==> config.mk <==
export PLATFORM = sky130hd
export DESIGN_NAME = btn_sw_conditioner
export DESIGN_NICKNAME = d
export VERILOG_FILES = /design/src/rtl/ui_pkg.sv /design/src/rtl/btn_debounce_fsm.sv /design/src/rtl/btn_sw_conditioner.sv
export SDC_FILE = /design/constraint.sdc
export NUM_CORES = 1
export LEC_CHECK = 0
export CORE_AREA = 2 2 160 162
export CTS_CLUSTER_SIZE = 30
export DETAILED_ROUTE_END_ITERATION = 16
export DIE_AREA = 0 0 162 164
export PLACE_DENSITY = 0.7
export SLEW_MARGIN = 20
export SYNTH_ARGS = -nofsm -noshare
export SYNTH_HDL_FRONTEND = slang
export SYNTH_HIERARCHICAL = 1
export SYNTH_SLANG_ARGS = --single-unit
==> constraint.sdc <==
create_clock -name clk -period 2.65 [get_ports clk]
set_input_delay 0.53 -clock clk [delete_from_list [all_inputs] [get_ports clk]]
set_output_delay 0.53 -clock clk [all_outputs]
set_load 0.02 [all_outputs]
==> src/rtl/ui_pkg.sv <==
`default_nettype none
//------------------------------------------------------------------------------
// Module : ui_pkg
// Desc   : Shared button FSM states and Hz/ms-to-cycle helpers for UI conditioning.
// Rev    : 1.0 - initial release
//------------------------------------------------------------------------------
package ui_pkg;

  typedef enum logic [1:0] {
    IDLE         = 2'd0,
    PRESS_WAIT   = 2'd1,
    PRESSED      = 2'd2,
    RELEASE_WAIT = 2'd3
  } btn_state_t;

  function automatic int unsigned ms_to_cyc(input int unsigned clk_hz, input int unsigned ms);
    return clk_hz / 1000 * ms;
  endfunction

  function automatic int unsigned db_cyc(input int unsigned clk_hz, input int unsigned debounce_ms);
    return ms_to_cyc(clk_hz, debounce_ms);
  endfunction

  function automatic int unsigned long_cyc(input int unsigned clk_hz, input int unsigned long_ms);
    return ms_to_cyc(clk_hz, long_ms);
  endfunction

endpackage
`default_nettype wire

==> src/rtl/btn_debounce_fsm.sv <==
`default_nettype none
//------------------------------------------------------------------------------
// Module : btn_debounce_fsm
// Desc   : One button: 2-flop synchronizer, debounce FSM, press/release/long pulses.
// Rev    : 1.0 - initial release
//------------------------------------------------------------------------------
module btn_debounce_fsm
  import ui_pkg::*;
#(
  parameter int unsigned DB_CYC   = 4,
  parameter int unsigned LONG_CYC = 20,
  parameter int unsigned CNT_W    = $clog2(LONG_CYC + 1)
) (
  input  logic clk,
  input  logic rst_n,
  input  logic i_raw,
  output logic o_level,
  output logic o_press,
  output logic o_release,
  output logic o_long
);

  localparam logic [1:0] c_IDLE         = IDLE;
  localparam logic [1:0] c_PRESS_WAIT   = PRESS_WAIT;
  localparam logic [1:0] c_PRESSED      = PRESSED;
  localparam logic [1:0] c_RELEASE_WAIT = RELEASE_WAIT;

  localparam logic [CNT_W-1:0] c_ONE      = CNT_W'(1);
  localparam logic [CNT_W-1:0] c_DB_LAST  = CNT_W'(DB_CYC - 1);
  // Long fires on the edge the count reaches LONG_CYC-1, so the register lines up with it.
  localparam logic [CNT_W-1:0] c_LONG_PRE = CNT_W'(LONG_CYC - 2);
  localparam logic [CNT_W-1:0] c_LONG_SAT = CNT_W'(LONG_CYC);

  logic [1:0]       r_sync;
  logic [1:0]       r_state;
  logic [CNT_W-1:0] r_cnt;
  logic             w_s;

  assign w_s = r_sync[1];

  always_ff @(posedge clk or negedge rst_n) begin
    if (!rst_n) begin
      r_sync    <= 2'b00;
      r_state   <= c_IDLE;
      r_cnt     <= '0;
      o_level   <= 1'b0;
      o_press   <= 1'b0;
      o_release <= 1'b0;
      o_long    <= 1'b0;
    end else begin
      r_sync    <= {r_sync[0], i_raw};
      o_press   <= 1'b0;
      o_release <= 1'b0;
      o_long    <= 1'b0;
      case (r_state)
        c_IDLE: begin
          if (w_s) begin
            r_state <= c_PRESS_WAIT;
            r_cnt   <= c_ONE;
          end
        end
        c_PRESS_WAIT: begin
          if (!w_s) begin
            r_state <= c_IDLE;
            r_cnt   <= '0;
          end else if (r_cnt == c_DB_LAST) begin
            r_state <= c_PRESSED;
            r_cnt   <= '0;
            o_press <= 1'b1;
            o_level <= 1'b1;
          end else begin
            r_cnt <= r_cnt + c_ONE;
          end
        end
        c_PRESSED: begin
          if (!w_s) begin
            r_state <= c_RELEASE_WAIT;
            r_cnt   <= c_ONE;
          end else if (r_cnt < c_LONG_SAT) begin
            r_cnt <= r_cnt + c_ONE;
            if (r_cnt == c_LONG_PRE) begin
              o_long <= 1'b1;
            end
          end
        end
        c_RELEASE_WAIT: begin
          // Bounce back to high resumes the press with the long count spent.
          if (w_s) begin
            r_state <= c_PRESSED;
            r_cnt   <= c_LONG_SAT;
          end else if (r_cnt == c_DB_LAST) begin
            r_state   <= c_IDLE;
            r_cnt     <= '0;
            o_release <= 1'b1;
            o_level   <= 1'b0;
          end else begin
            r_cnt <= r_cnt + c_ONE;
          end
        end
        default: begin
          r_state <= c_IDLE;
          r_cnt   <= '0;
        end
      endcase
    end
  end

endmodule
`default_nettype wire

==> src/rtl/btn_sw_conditioner.sv <==
`default_nettype none
//------------------------------------------------------------------------------
// Module : btn_sw_conditioner
// Desc   : Synchronizes and debounces board buttons and switches for the controller.
// Rev    : 1.0 - initial release
//------------------------------------------------------------------------------
module btn_sw_conditioner
  import ui_pkg::*;
#(
  parameter int unsigned CLK_FREQ    = 100_000_000,
  parameter int unsigned DEBOUNCE_MS = 20,
  parameter int unsigned LONG_MS     = 1000,
  parameter int unsigned N_BTN       = 5,
  parameter int unsigned N_SW        = 8
) (
  input  logic             clk,
  input  logic             rst_n,
  input  logic [N_BTN-1:0] i_btn_raw,
  input  logic [N_SW-1:0]  i_sw_raw,
  output logic [N_BTN-1:0] o_btn_level,
  output logic [N_BTN-1:0] o_btn_press,
  output logic [N_BTN-1:0] o_btn_release,
  output logic [N_BTN-1:0] o_btn_long,
  output logic [N_SW-1:0]  o_sw,
  output logic             o_sw_changed
);

  localparam int unsigned c_DB_CYC   = db_cyc(CLK_FREQ, DEBOUNCE_MS);
  localparam int unsigned c_LONG_CYC = long_cyc(CLK_FREQ, LONG_MS);
  localparam int unsigned c_CNT_W    = $clog2(c_LONG_CYC + 1);

  localparam logic [c_CNT_W-1:0] c_ONE     = c_CNT_W'(1);
  localparam logic [c_CNT_W-1:0] c_DB_LAST = c_CNT_W'(c_DB_CYC - 1);

  if (c_LONG_CYC <= c_DB_CYC) begin : g_bad_timing
    $error("btn_sw_conditioner: LONG_MS must give more cycles than DEBOUNCE_MS");
  end

  for (genvar gi = 0; gi < N_BTN; gi++) begin : g_btn
    btn_debounce_fsm #(
      .DB_CYC  (c_DB_CYC),
      .LONG_CYC(c_LONG_CYC),
      .CNT_W   (c_CNT_W)
    ) u_btn (
      .clk      (clk),
      .rst_n    (rst_n),
      .i_raw    (i_btn_raw[gi]),
      .o_level  (o_btn_level[gi]),
      .o_press  (o_btn_press[gi]),
      .o_release(o_btn_release[gi]),
      .o_long   (o_btn_long[gi])
    );
  end

  logic [N_SW-1:0]    r_sw_meta;
  logic [N_SW-1:0]    r_sw_sync;
  logic [N_SW-1:0]    r_sw_cand;
  logic [c_CNT_W-1:0] r_sw_cnt;

  // One counter for the whole bus: any new differing value restarts the stability window.
  always_ff @(posedge clk or negedge rst_n) begin
    if (!rst_n) begin
      r_sw_meta    <= '0;
      r_sw_sync    <= '0;
      r_sw_cand    <= '0;
      r_sw_cnt     <= '0;
      o_sw         <= '0;
      o_sw_changed <= 1'b0;
    end else begin
      r_sw_meta    <= i_sw_raw;
      r_sw_sync    <= r_sw_meta;
      o_sw_changed <= 1'b0;
      if (r_sw_sync == o_sw) begin
        r_sw_cnt <= '0;
      end else if ((r_sw_cnt == '0) || (r_sw_sync != r_sw_cand)) begin
        r_sw_cand <= r_sw_sync;
        r_sw_cnt  <= c_ONE;
      end else if (r_sw_cnt == c_DB_LAST) begin
        o_sw         <= r_sw_sync;
        o_sw_changed <= 1'b1;
        r_sw_cnt     <= '0;
      end else begin
        r_sw_cnt <= r_sw_cnt + c_ONE;
      end
    end
  end

endmodule
`default_nettype wire

After elaboration in Yosys (flattened, before gate mapping)
Index checks and enable logic that the tools add are counted.
{"block": "word_totals", "reg_bits": 235, "in_bits": 15}
{"block": "classes", "addsub": 6, "n_lt_le_gt_ge": 5, "n_eq_ne": 73, "n_mux": 146, "n_bitwise": 2, "n_reduce_logical": 29}
{"op": "27-bit two-way mux", "count": 33}
{"op": "27-bit case mux with 4 select lines", "count": 5}
{"op": "27-bit by 1-bit adder with 27-bit output, second input constant", "count": 6}
{"op": "27-bit by 21-bit == test with 1-bit output, second input constant", "count": 6}
{"op": "27-bit == test, second input constant", "count": 5}
{"op": "27-bit less-than comparator, second input constant", "count": 5}
{"op": "1-bit two-way mux", "count": 68}
{"op": "2-bit two-way mux", "count": 30}
{"op": "2-bit by 1-bit inequality test with 1-bit output, second input constant", "count": 20}
{"op": "2-bit case mux with 4 select lines", "count": 5}
{"op": "3-bit inequality test, second input constant", "count": 10}
{"op": "27-bit zero test", "count": 1}
{"op": "5-bit AND reduction", "count": 5}
{"op": "2-bit == test, second input constant", "count": 10}
{"op": "2-bit inequality test, second input constant", "count": 10}
{"op": "4-bit AND reduction", "count": 5}
{"op": "3-bit by 1-bit inequality test with 1-bit output, second input constant", "count": 5}
{"op": "2-bit AND reduction", "count": 6}
{"op": "2-bit by 1-bit == test with 1-bit output, second input constant", "count": 5}
{"op": "2-bit zero test", "count": 5}
{"op": "1-bit case mux with 2 select lines", "count": 5}
{"op": "2-bit nonzero test", "count": 5}
{"op": "8-bit == test", "count": 1}
{"op": "8-bit inequality test", "count": 1}
{"op": "3 further kinds", "count": 4}

Logic depth before layout (Yosys ltp)
Gate-level depths: netlist of run 1.
{"block": "logic_depth", "depth_word": 5, "mapped_depth": 8}

Hierarchy
The synthesis of run 1 kept the hierarchy.
{"mod": "btn_debounce_fsm", "instances": 5, "cells_per_inst": 249, "area_each_um2": 2209.6, "seq_area_each_um2": 875.8}
{"mod": "btn_sw_conditioner", "instances": 1, "cells_per_inst": 224, "area_each_um2": 2701.3, "seq_area_each_um2": 1501.4}

Least setup slack after synthesis of run 1
Ideal clock, no wire load.
{"block": "synth_path", "path_kind": "reg2reg", "from": "register g_btn[0].u_btn.r_cnt[0]", "to": "register g_btn[0].u_btn.r_cnt[11]", "t_arrival_ns": 1.993, "required_ns": 2.526, "setup_slack_ns": 0.533, "stages_incl_launch_ff": 9, "path_buffers": 1, "synth_period_minus_slack_ns": 2.117, "cell_sequence": "dfrtp_1 ha_1 nand3_2 or4_4 nor2_2 o21ba_2 buf_6 a41oi_1 a211o_1"}
{"block": "synth_between", "elab_chain_cells": 4, "elab_cells_between_ends": 11, "cone_classes": "add/sub: 1; order compare: 1; eq/ne: 2; mux: 6; reduce/logical: 1"}
{"item": "start: declaration", "line_no": "btn_debounce_fsm.sv:36", "text": "logic [CNT_W-1:0] r_cnt;"}
{"item": "start signal: assignment", "line_no": "btn_debounce_fsm.sv:59", "text": "r_cnt <= c_ONE;"}
{"item": "start signal: assignment", "line_no": "btn_debounce_fsm.sv:72", "text": "r_cnt <= r_cnt + c_ONE;"}
{"item": "start signal: assignment", "line_no": "btn_debounce_fsm.sv:78", "text": "r_cnt <= c_ONE;"}
{"item": "27-bit by 1-bit adder with 27-bit output / 27-bit by 21-bit == test with 1-bit output (equally long branches)"}
{"item": "27-bit two-way mux (on tied branches)", "line_no": "btn_debounce_fsm.sv:66, btn_debounce_fsm.sv:91, btn_debounce_fsm.sv:79"}
{"item": "27-bit two-way mux (on tied branches)", "line_no": "btn_debounce_fsm.sv:88, btn_debounce_fsm.sv:76, btn_debounce_fsm.sv:63"}
{"item": "27-bit case mux with 4 select lines", "line_no": "btn_debounce_fsm.sv:55", "text": "case (r_state)"}
Several ways; a longest one is shown, not always the timed one. The select of a mux whose other input is x is not followed.
A chain may end at the register's enable or synchronous reset.

Final worst setup path of run 1
{"block": "layout_path", "from": "register g_btn[4].u_btn.r_cnt[1]", "to": "register g_btn[4].u_btn.r_cnt[13]"}
{"block": "layout_between", "elab_chain_cells": 4, "elab_cells_between_ends": 11, "cone_classes": "add/sub: 1; order compare: 1; eq/ne: 2; mux: 6; reduce/logical: 1"}
{"item": "start: declaration", "line_no": "btn_debounce_fsm.sv:36"}
{"item": "start signal: assignment", "line_no": "btn_debounce_fsm.sv:59"}
{"item": "start signal: assignment", "line_no": "btn_debounce_fsm.sv:72"}
{"item": "start signal: assignment", "line_no": "btn_debounce_fsm.sv:78"}
{"item": "27-bit by 1-bit adder with 27-bit output / 27-bit by 21-bit == test with 1-bit output (equally long branches)"}
{"item": "27-bit two-way mux (on tied branches)", "line_no": "btn_debounce_fsm.sv:66, btn_debounce_fsm.sv:91, btn_debounce_fsm.sv:79"}
{"item": "27-bit two-way mux (on tied branches)", "line_no": "btn_debounce_fsm.sv:88, btn_debounce_fsm.sv:76, btn_debounce_fsm.sv:63"}
{"item": "27-bit case mux with 4 select lines", "line_no": "btn_debounce_fsm.sv:55"}
Several ways; a longest one is shown, not always the timed one. The select of a mux whose other input is x is not followed.

==> results of run 1 <==
worst paths after layout:
| check | startpoint | end | slack (ps) | cells after the start |
|---|---|---|---|---|
| hold reg to reg | r_sw_meta[2] | r_sw_sync[2] | 350 | 0 |
| setup reg to reg | g_btn[4].u_btn/r_cnt[1] | g_btn[4].u_btn/r_cnt[13] | 290 | 7 |
| min in group clk | r_sw_meta[2] | r_sw_sync[2] | 350 | 0 |
| max in group asynchronous | rst_n | asynchronous set/reset pin | 1920 | 2 |
| setup / recovery | g_btn[4].u_btn/r_cnt[1] | g_btn[4].u_btn/r_cnt[13] | 290 | 7 |
| hold / removal | rst_n | r_sw_meta[4] | -30 | 1 |
flip-flops by register name, summed over array words and instances (netlist names), named ones only:
| register | cells |
|---|---|
| g_btn.u_btn/o_level | 5 |
| g_btn.u_btn/o_long | 5 |
| g_btn.u_btn/o_press | 5 |
| g_btn.u_btn/o_release | 5 |
| g_btn.u_btn/r_cnt | 135 |
| g_btn.u_btn/r_state | 5 |
| g_btn.u_btn/r_sync | 10 |
| o_sw | 8 |
| o_sw_changed | 1 |
| r_sw_cand | 8 |
| r_sw_cnt | 27 |
| r_sw_meta | 8 |
| r_sw_sync | 8 |
final cells by class:
cell class	count	area, um^2	share of cell area, %
Clock buffer	39	751	4.84
Clock inverter	7	88.8	0.573
Inverter	34	128	0.823
Multi-Input combinational cell	1129	7390	47.7
Timing Repair Buffer	94	856	5.52
Sequential cell	235	5880	37.9
Tap cell	330	413	2.66
per-stage QoR:
step	std cells	hold WS [ps]
2_1_floorplan	1469	234
3_3_place_gp	1822	333
3_5_place_dp	1822	336
4_1_cts	1868	5.06
5_1_grt	1868	41.1
6_report	1868	-29.6
placed cells by master (no fill, tap or decap), types with 26 or more instances in the layout:
cell             netlist  layout
nor2_1               135     135
o21ai_0               85      85
inv_1                 34      34
clkdlybuf4s50_1        0      42
xor2_1                59      59
a21oi_1               62      62
clkbuf_16              0      27
dfrtp_1              235     235
nand2_1              141     141
nor3_1                60      60
buf_4                  0      48
nor4_1                35      35
nand4_1               67      67
nand3_1               78      78
xnor2_1               32      32
and2_1                26      26
and3_1                43      43
per-layer routing:
layer	share of wire, %	vias up	global-route usage (%)
met3	6.3	48	3.31
li1	-	5516	-
met5	0	-	0
met1	45	5566	35.3
met2	46	389	40.6
met4	1.9	0	6.76
cells by family after synthesis:
group                      count (synthesis)
and+or+nand+nor                          727
AOI/OAI and AO/OA                        283
DFF                                      235
buffers and inverters                    105
xor gates and xnor gates                  91
muxes                                     16
adders and majority gates                 12
report_power, final:
part	internal, uW	switching, uW	total [uW]	leakage, uW
Clock	2140	1410	3550	0.000413
Combinational	161	285	445	0.00322
Sequential	3640	64.7	3710	0.00317
Total	5950	1760	7710	0.00681
critical path, stage by stage (launching register included):
cell	delay (ps)
dfrtp_1	410
ha_1	230
nand3_2	140
or4_4	590
o221ai_4	260
a21o_1	270
nor3_1	80
a211o_1	270
==> impl_table.tex, run 1 <==
\begin{tabular}{lr}
\hline
Metric & Value \\
\hline
\multicolumn{2}{l}{\textbf{Run status}} \\
\quad Result of the run & complete, but fails checks \\
\quad Violations in the final reports & negative hold slack \\
\multicolumn{2}{l}{\textbf{GRT}} \\
\quad Pin count of the biggest net entering global routing & 80 \\
\quad Initial antenna violation count & 0 \\
\quad Global route total overflow & 0 \\
\quad GRT Util Overall & around 25\% \\
\quad Global-route wire length before repair & 55.1 mm \\
\quad Via count of the first global-routing pass & approximately 11000 \\
\multicolumn{2}{l}{\textbf{STA}} \\
\quad Worst-margin pin slew & 765 ps \\
\quad RSZ-0062 raised after global routing & false \\
\quad Maximum clock frequency & approximately 420 MHz \\
\quad Setup skew after layout & 12.5 ps \\
\quad Min cycle time layout & $\sim$2400 ps \\
\quad Period Utilization, post-route & between 80\% and 90\% \\
\quad Post-route setup TNS & 0 ps \\
\quad Final setup vio count & 0 \\
\quad Fin. Hold Viols & 17 \\
\quad Count of final max-slew check failures & 0 \\
\quad Setup slack after layout & 286 ps \\
\quad Worst slew slack as a fraction of its limit & 48.5\% \\
\quad Worst Hold Margin & -29.6 ps \\
\multicolumn{2}{l}{\textbf{Clock tree}} \\
\quad Max Buffers Root-to-Sink & 3 \\
\quad Resized Gates After CTS & 0 \\
\quad Clock slew seen by the registers of the worst setup and hold paths & approximately 60 ps \\
\quad Number of H-tree branching levels & 1 \\
\quad Clock tree from TritonCTS & built \\
\quad Cts bufs inserted & 27 \\
\quad CTS Root Cell & clkbuf\_16 \\
\quad Clock insertion delay at the later pin of the skew report & 530 ps \\
\quad Number of hold-repair buffers added at the cts stage & 0 \\
\quad Total number of clock tree sinks & 235 \\
\quad Setup fix buffers added after clock tree synthesis & 0 \\
\multicolumn{2}{l}{\textbf{Synthesis}} \\
\quad Synthesized area per cell & 9.36 um\^{}2 \\
\quad Sequential-to-total area share from yosys stat & 42.8\% \\
\quad Top cells by area in the synthesized netlist & dfrtp\_1, nand2\_1, xor2\_1, nor2\_1, o21ai\_0 \\
\quad Area share of the largest cell type after synthesis & between 40\% and 50\% \\
\quad Yosys cell types & 60 \\
\quad Post-synthesis sequential element count & 235 \\
\quad Synth Area in Compound Gates & 15.0\% \\
\quad Post-synthesis cell area & 0.0137 mm\^{}2 \\
\quad Cell with the most instances after synthesis & dfrtp\_1 \\
\quad Warnings from Yosys & 6 \\
\quad Fraction of synthesis flops using an asynchronous set or reset pin & 100\% \\
\quad Post-synth EDFFs & 0 \\
\quad Multiplexer share of the synthesized area & 1.53\% \\
\quad Dominant cell type by area after synthesis & dfrtp\_1 \\
\quad Basic-gate share of the synthesized area counting and, or, nand and nor cells & 30.3\% \\
\quad Adder and majority cell fraction of the synthesized area & approximately 1.1\% \\
\quad Gate count after technology mapping & around 1500 \\
\quad Synth Flop Type & dfrtp\_1 \\
\quad Xor and xnor fraction of the mapped netlist area & 5.80\% \\
\quad Most common library cells after synthesis & dfrtp\_1, nand2\_1, nor2\_1, o21ai\_0, nand3\_1 \\
\quad Syn\_nets & 1496 \\
\quad Dominant combinational cell family by area after synthesis & simple AND/OR/NAND/NOR gates \\
\multicolumn{2}{l}{\textbf{Drt}} \\
\quad Violation count after the first detailed-routing iteration & $\sim$1200 \\
\quad Remaining antenna violation count after routing & 0 \\
\quad Routed WL per cell & 17.6 um \\
\quad Number of iterations in the first detailed-routing pass & 8 \\
\quad Count of vias placed by the detailed router & 11500 \\
\quad Post-detailed-routing wire length & 32.9 mm \\
\quad DRC violations left & 0 \\
\quad Average vias per placed instance & 6.17 \\
\multicolumn{2}{l}{\textbf{Floorplanning}} \\
\quad Die area & 0.0266 mm\^{}2 \\
\quad Row Count & 58 \\
\quad Die height & 164 um \\
\quad Floorplan Core Area & 0.0248 mm\^{}2 \\
\quad Die outline width & 162 um \\
\quad Effective utilization at floorplan & 55.4\% \\
\quad Top Ports & 44 \\
\multicolumn{2}{l}{\textbf{Critical path}} \\
\quad Startpoint Class & flop \\
\quad Req. time, crit path & around 3000 ps \\
\quad Highest net fanout along the worst path & 6 \\
\quad Arrival @ worst endpoint & 2780 ps \\
\quad Nature of the critical path endpoint & flop \\
\quad Kind of critical path & flop to flop \\
\multicolumn{2}{l}{\textbf{Place}} \\
\quad Worst-case setup slack after placement & 320 ps \\
\quad HPWL Detailed & 23.4 mm \\
\quad Placed Area & about 0.015 mm\^{}2 \\
\quad Routability-driven placement congestion ratio & 0.936 \\
\quad Port Buf Inserts & 43 \\
\multicolumn{2}{l}{\textbf{Job}} \\
\quad Max-capacitance violation count & 0 \\
\multicolumn{2}{l}{\textbf{Pwr}} \\
\quad Leakage & between 0.006 and 0.007 uW \\
\quad Total power after layout & 7710 uW \\
\quad Pwr per Cell Area & 497 mW/mm\^{}2 \\
\quad Max rail drop VDD & 0.000516 V \\
\multicolumn{2}{l}{\textbf{Layout}} \\
\quad Growth of design area from synthesis to finish & 12.8\% \\
\quad Nets & approximately 1500 \\
\quad Fraction of layout instances using a drive strength above 1 & a little under an eighth \\
\quad Count of filler cells inserted in the layout & 2063 \\
\quad Util after Layout & 62.5\% \\
\quad Finished layout cell area & 0.0155 mm\^{}2 \\
\quad Antenna fix cells & 0 \\
\multicolumn{2}{l}{\textbf{Min path}} \\
\quad Kind of path behind the tightest hold check & input pin to asynchronous set/reset pin \\
\hline
\end{tabular}
Power figures use the tool's default switching activity.
==> inputs of run 2 (changes only) <==
--- a/constraint.sdc
+++ b/constraint.sdc
@@ -3,2 +3,2 @@
 set_output_delay 0.53 -clock clk [all_outputs]
-set_load 0.02 [all_outputs]
+set_load 0.05 [all_outputs]
==> results of run 2 <==
Same layout as run 1: the final DEF is identical, and so are final timing and power.
==> inputs of run 3 (changes only) <==
- RECOVER_POWER: unset -> 100
==> run 3 against run 2 <==
  * Critical path depth down 1
  * Die area unchanged
  * Flip-flop and latch count unchanged
  * Fmax down 3.5%
  * The flow finishes with violations (max-capacitance violations, max-slew violations)
  * Largest cell class unchanged
  * Wire length up 0.15%
==> impl_table.tex, run 3 (same netlist as run 1, synthesis figures left out) <==
\begin{tabular}{lr}
\hline
Metric & Value \\
\hline
\multicolumn{2}{l}{\textbf{Run status}} \\
\quad Result of the run & complete, but fails checks \\
\quad Violations in the final reports & max-capacitance violations, max-slew violations \\
\multicolumn{2}{l}{\textbf{Floorplanning}} \\
\quad Die area & 0.0266 mm\^{}2 \\
\quad Die outline width & 162 um \\
\quad Effective utilization at floorplan & 55.4\% \\
\quad Row Count & 58 \\
\quad Die height & 164 um \\
\quad Floorplan Core Area & 0.0248 mm\^{}2 \\
\quad Top Ports & 44 \\
\multicolumn{2}{l}{\textbf{Place}} \\
\quad Port Buf Inserts & 43 \\
\quad HPWL Detailed & 23.4 mm \\
\quad Routability-driven placement congestion ratio & 0.936 \\
\multicolumn{2}{l}{\textbf{GRT}} \\
\quad Global route total overflow & 0 \\
\quad Initial antenna violation count & 0 \\
\quad GRT Util Overall & 24.9\% \\
\quad Global-route wire length before repair & around 55 mm \\
\quad Pin count of the biggest net entering global routing & 80 \\
\quad Via count of the first global-routing pass & approximately 11000 \\
\multicolumn{2}{l}{\textbf{Pwr}} \\
\quad Total power after layout & 7700 uW \\
\quad Leakage & 0.00687 uW \\
\quad Max rail drop VDD & 0.000514 V \\
\quad Pwr per Cell Area & 501 mW/mm\^{}2 \\
\multicolumn{2}{l}{\textbf{Clock tree}} \\
\quad Max Buffers Root-to-Sink & 3 \\
\quad Total number of clock tree sinks & 235 \\
\quad Cts bufs inserted & 27 \\
\quad Setup fix buffers added after clock tree synthesis & 0 \\
\quad Number of hold-repair buffers added at the cts stage & 0 \\
\quad Resized Gates After CTS & 0 \\
\quad Number of H-tree branching levels & 1 \\
\quad Clock tree from TritonCTS & built \\
\quad CTS Root Cell & clkbuf\_16 \\
\quad Clock insertion delay at the later pin of the skew report & 530 ps \\
\quad Clock slew seen by the registers of the worst setup and hold paths & 60 ps \\
\multicolumn{2}{l}{\textbf{Critical path}} \\
\quad Highest net fanout along the worst path & 7 \\
\quad Maximum cell stage delay along the critical path & 620 ps \\
\quad Kind of critical path & flop to flop \\
\quad Critical Path Source & g\_btn[0].u\_btn/r\_cnt[9] \\
\quad Nature of the critical path endpoint & flop \\
\quad Cell with the most instances on the worst path & nor4\_1 \\
\quad Cells along the critical path & nor4\_1 -> a211oi\_2 -> o221a\_2 -> nor4\_1 -> xnor2\_1 -> nor2\_1 \\
\quad Req. time, crit path & 3050 ps \\
\quad Startpoint Class & flop \\
\quad Source of the worst register-to-register timing path & g\_btn[0].u\_btn/r\_cnt[9] \\
\quad Arrival @ worst endpoint & 2850 ps \\
\quad Highest-delay cell along the critical path & nor4\_1 \\
\multicolumn{2}{l}{\textbf{Drt}} \\
\quad Average vias per placed instance & 6.18 \\
\quad DRC violations left & 0 \\
\quad Violation count after the first detailed-routing iteration & 1112 \\
\quad Routed WL per cell & 17.6 um \\
\quad Remaining antenna violation count after routing & 0 \\
\quad Number of iterations in the first detailed-routing pass & 5 \\
\quad Post-detailed-routing wire length & 32.9 mm \\
\quad Count of vias placed by the detailed router & between 10000 and 15000 \\
\multicolumn{2}{l}{\textbf{Layout}} \\
\quad Antenna fix cells & 0 \\
\quad Util after Layout & 61.9\% \\
\quad Most common cell after layout, fill and taps aside & dfrtp\_1 \\
\quad Most used cells in the layout excluding fill and tap cells & dfrtp\_1, nand2\_1, nor2\_1, o21ai\_0, nand3\_1 \\
\quad Fraction of layout instances using a drive strength above 1 & 9.56\% \\
\quad Number of flip-flops under the largest register name & $\sim$140 \\
\quad Biggest registers after layout & g\_btn.u\_btn/r\_cnt: 135 flops, r\_sw\_cnt: 27 flops, g\_btn.u\_btn/r\_sync: 10 flops \\
\quad Nets & between 1500 and 2000 \\
\quad Most flops, register & g\_btn.u\_btn/r\_cnt \\
\quad Growth of design area from synthesis to finish & 11.7\% \\
\multicolumn{2}{l}{\textbf{STA}} \\
\quad Final setup vio count & 0 \\
\quad Maximum clock frequency & roughly 400 MHz \\
\quad Post-route setup TNS & 0 ps \\
\quad Count of final max-slew check failures & 77 \\
\quad Period Utilization, post-route & between 90\% and 100\% \\
\quad Fin. Hold Viols & 0 \\
\quad Min cycle time layout & $\sim$2400 ps \\
\quad RSZ-0062 raised after global routing & false \\
\quad Worst-margin pin slew & 2060 ps \\
\quad Worst slew slack as a fraction of its limit & -37.6\% \\
\quad Setup skew after layout & 11.4 ps \\
\multicolumn{2}{l}{\textbf{Min path}} \\
\quad Kind of path behind the tightest hold check & flop to flop \\
\quad Critical hold path startpoint & r\_sw\_meta[2] \\
\multicolumn{2}{l}{\textbf{Job}} \\
\quad Max-capacitance violation count & 1 \\
\hline
\end{tabular}
run 3: cell types whose count changed in the layout (fill, tap and decap cells not counted), sizes merged:
| cell | previous run | this run |
|---|---|---|
| clkdlybuf4s50 | 42 | 0 |
| dlygate4sd3 | 0 | 42 |
| buf | 52 | 43 |
| clkbuf | 39 | 48 |
run 3: critical path: cells and delay by family (launching register included):
kind,cells,cell delay [ps]
DFF,1,470
AOI/OAI and AO/OA,2,580
and+or+nand+nor,3,1110
xor gates and xnor gates,1,180
run 3: path summary, 6_finish.rpt:
| kind | end | slack [ps] | cells past startpoint |
|---|---|---|---|
| setup / recovery | g_btn[0].u_btn/r_cnt[25] | 200 | 6 |
| hold / removal | r_sw_sync[2] | 340 | 0 |
| setup reg to reg | g_btn[0].u_btn/r_cnt[25] | 200 | 6 |
| hold reg to reg | r_sw_sync[2] | 340 | 0 |
| max in group asynchronous | asynchronous set/reset pin | 630 | 2 |
| min in group asynchronous | o_sw[4] | 600 | 1 |
run 3: final cells by class:
class	count	area (um^2)
clock buffer	39	751
fill	2093	9460
clock inverter	7	88.8
timing repair buffer	94	821
multi-input combinational	1129	7280
inverter	34	128
sequential	235	5880
tap	330	413
run 3: power by group:
part | switching (uW) | internal, uW
sequential | 64.1 | 3640
clock | 1410 | 2140
combinational | 283 | 151
run 3: layer usage:
metal | global-route usage (%) | up-vias | part of all wire, %
met4 | 6.76 | 0 | 1.9
met5 | 0 | - | 0
met3 | 3.31 | 50 | 5.7
li1 | - | 5520 | -
met1 | 35.3 | 5579 | 46
met2 | 40.6 | 393 | 46
run 3: stage by stage:
stage | instances | worst slack [ps] | area (um^2) | hold slack (ps)
floorplan | 1469 | 533 | 13700 | 234
global placement | 1822 | 393 | 14700 | 333
detailed placement | 1822 | 320 | 14700 | 336
CTS | 1868 | 303 | 15500 | 5.06
global route | 1868 | 80.9 | 15400 | 352
finish | 1868 | 200 | 15400 | 344
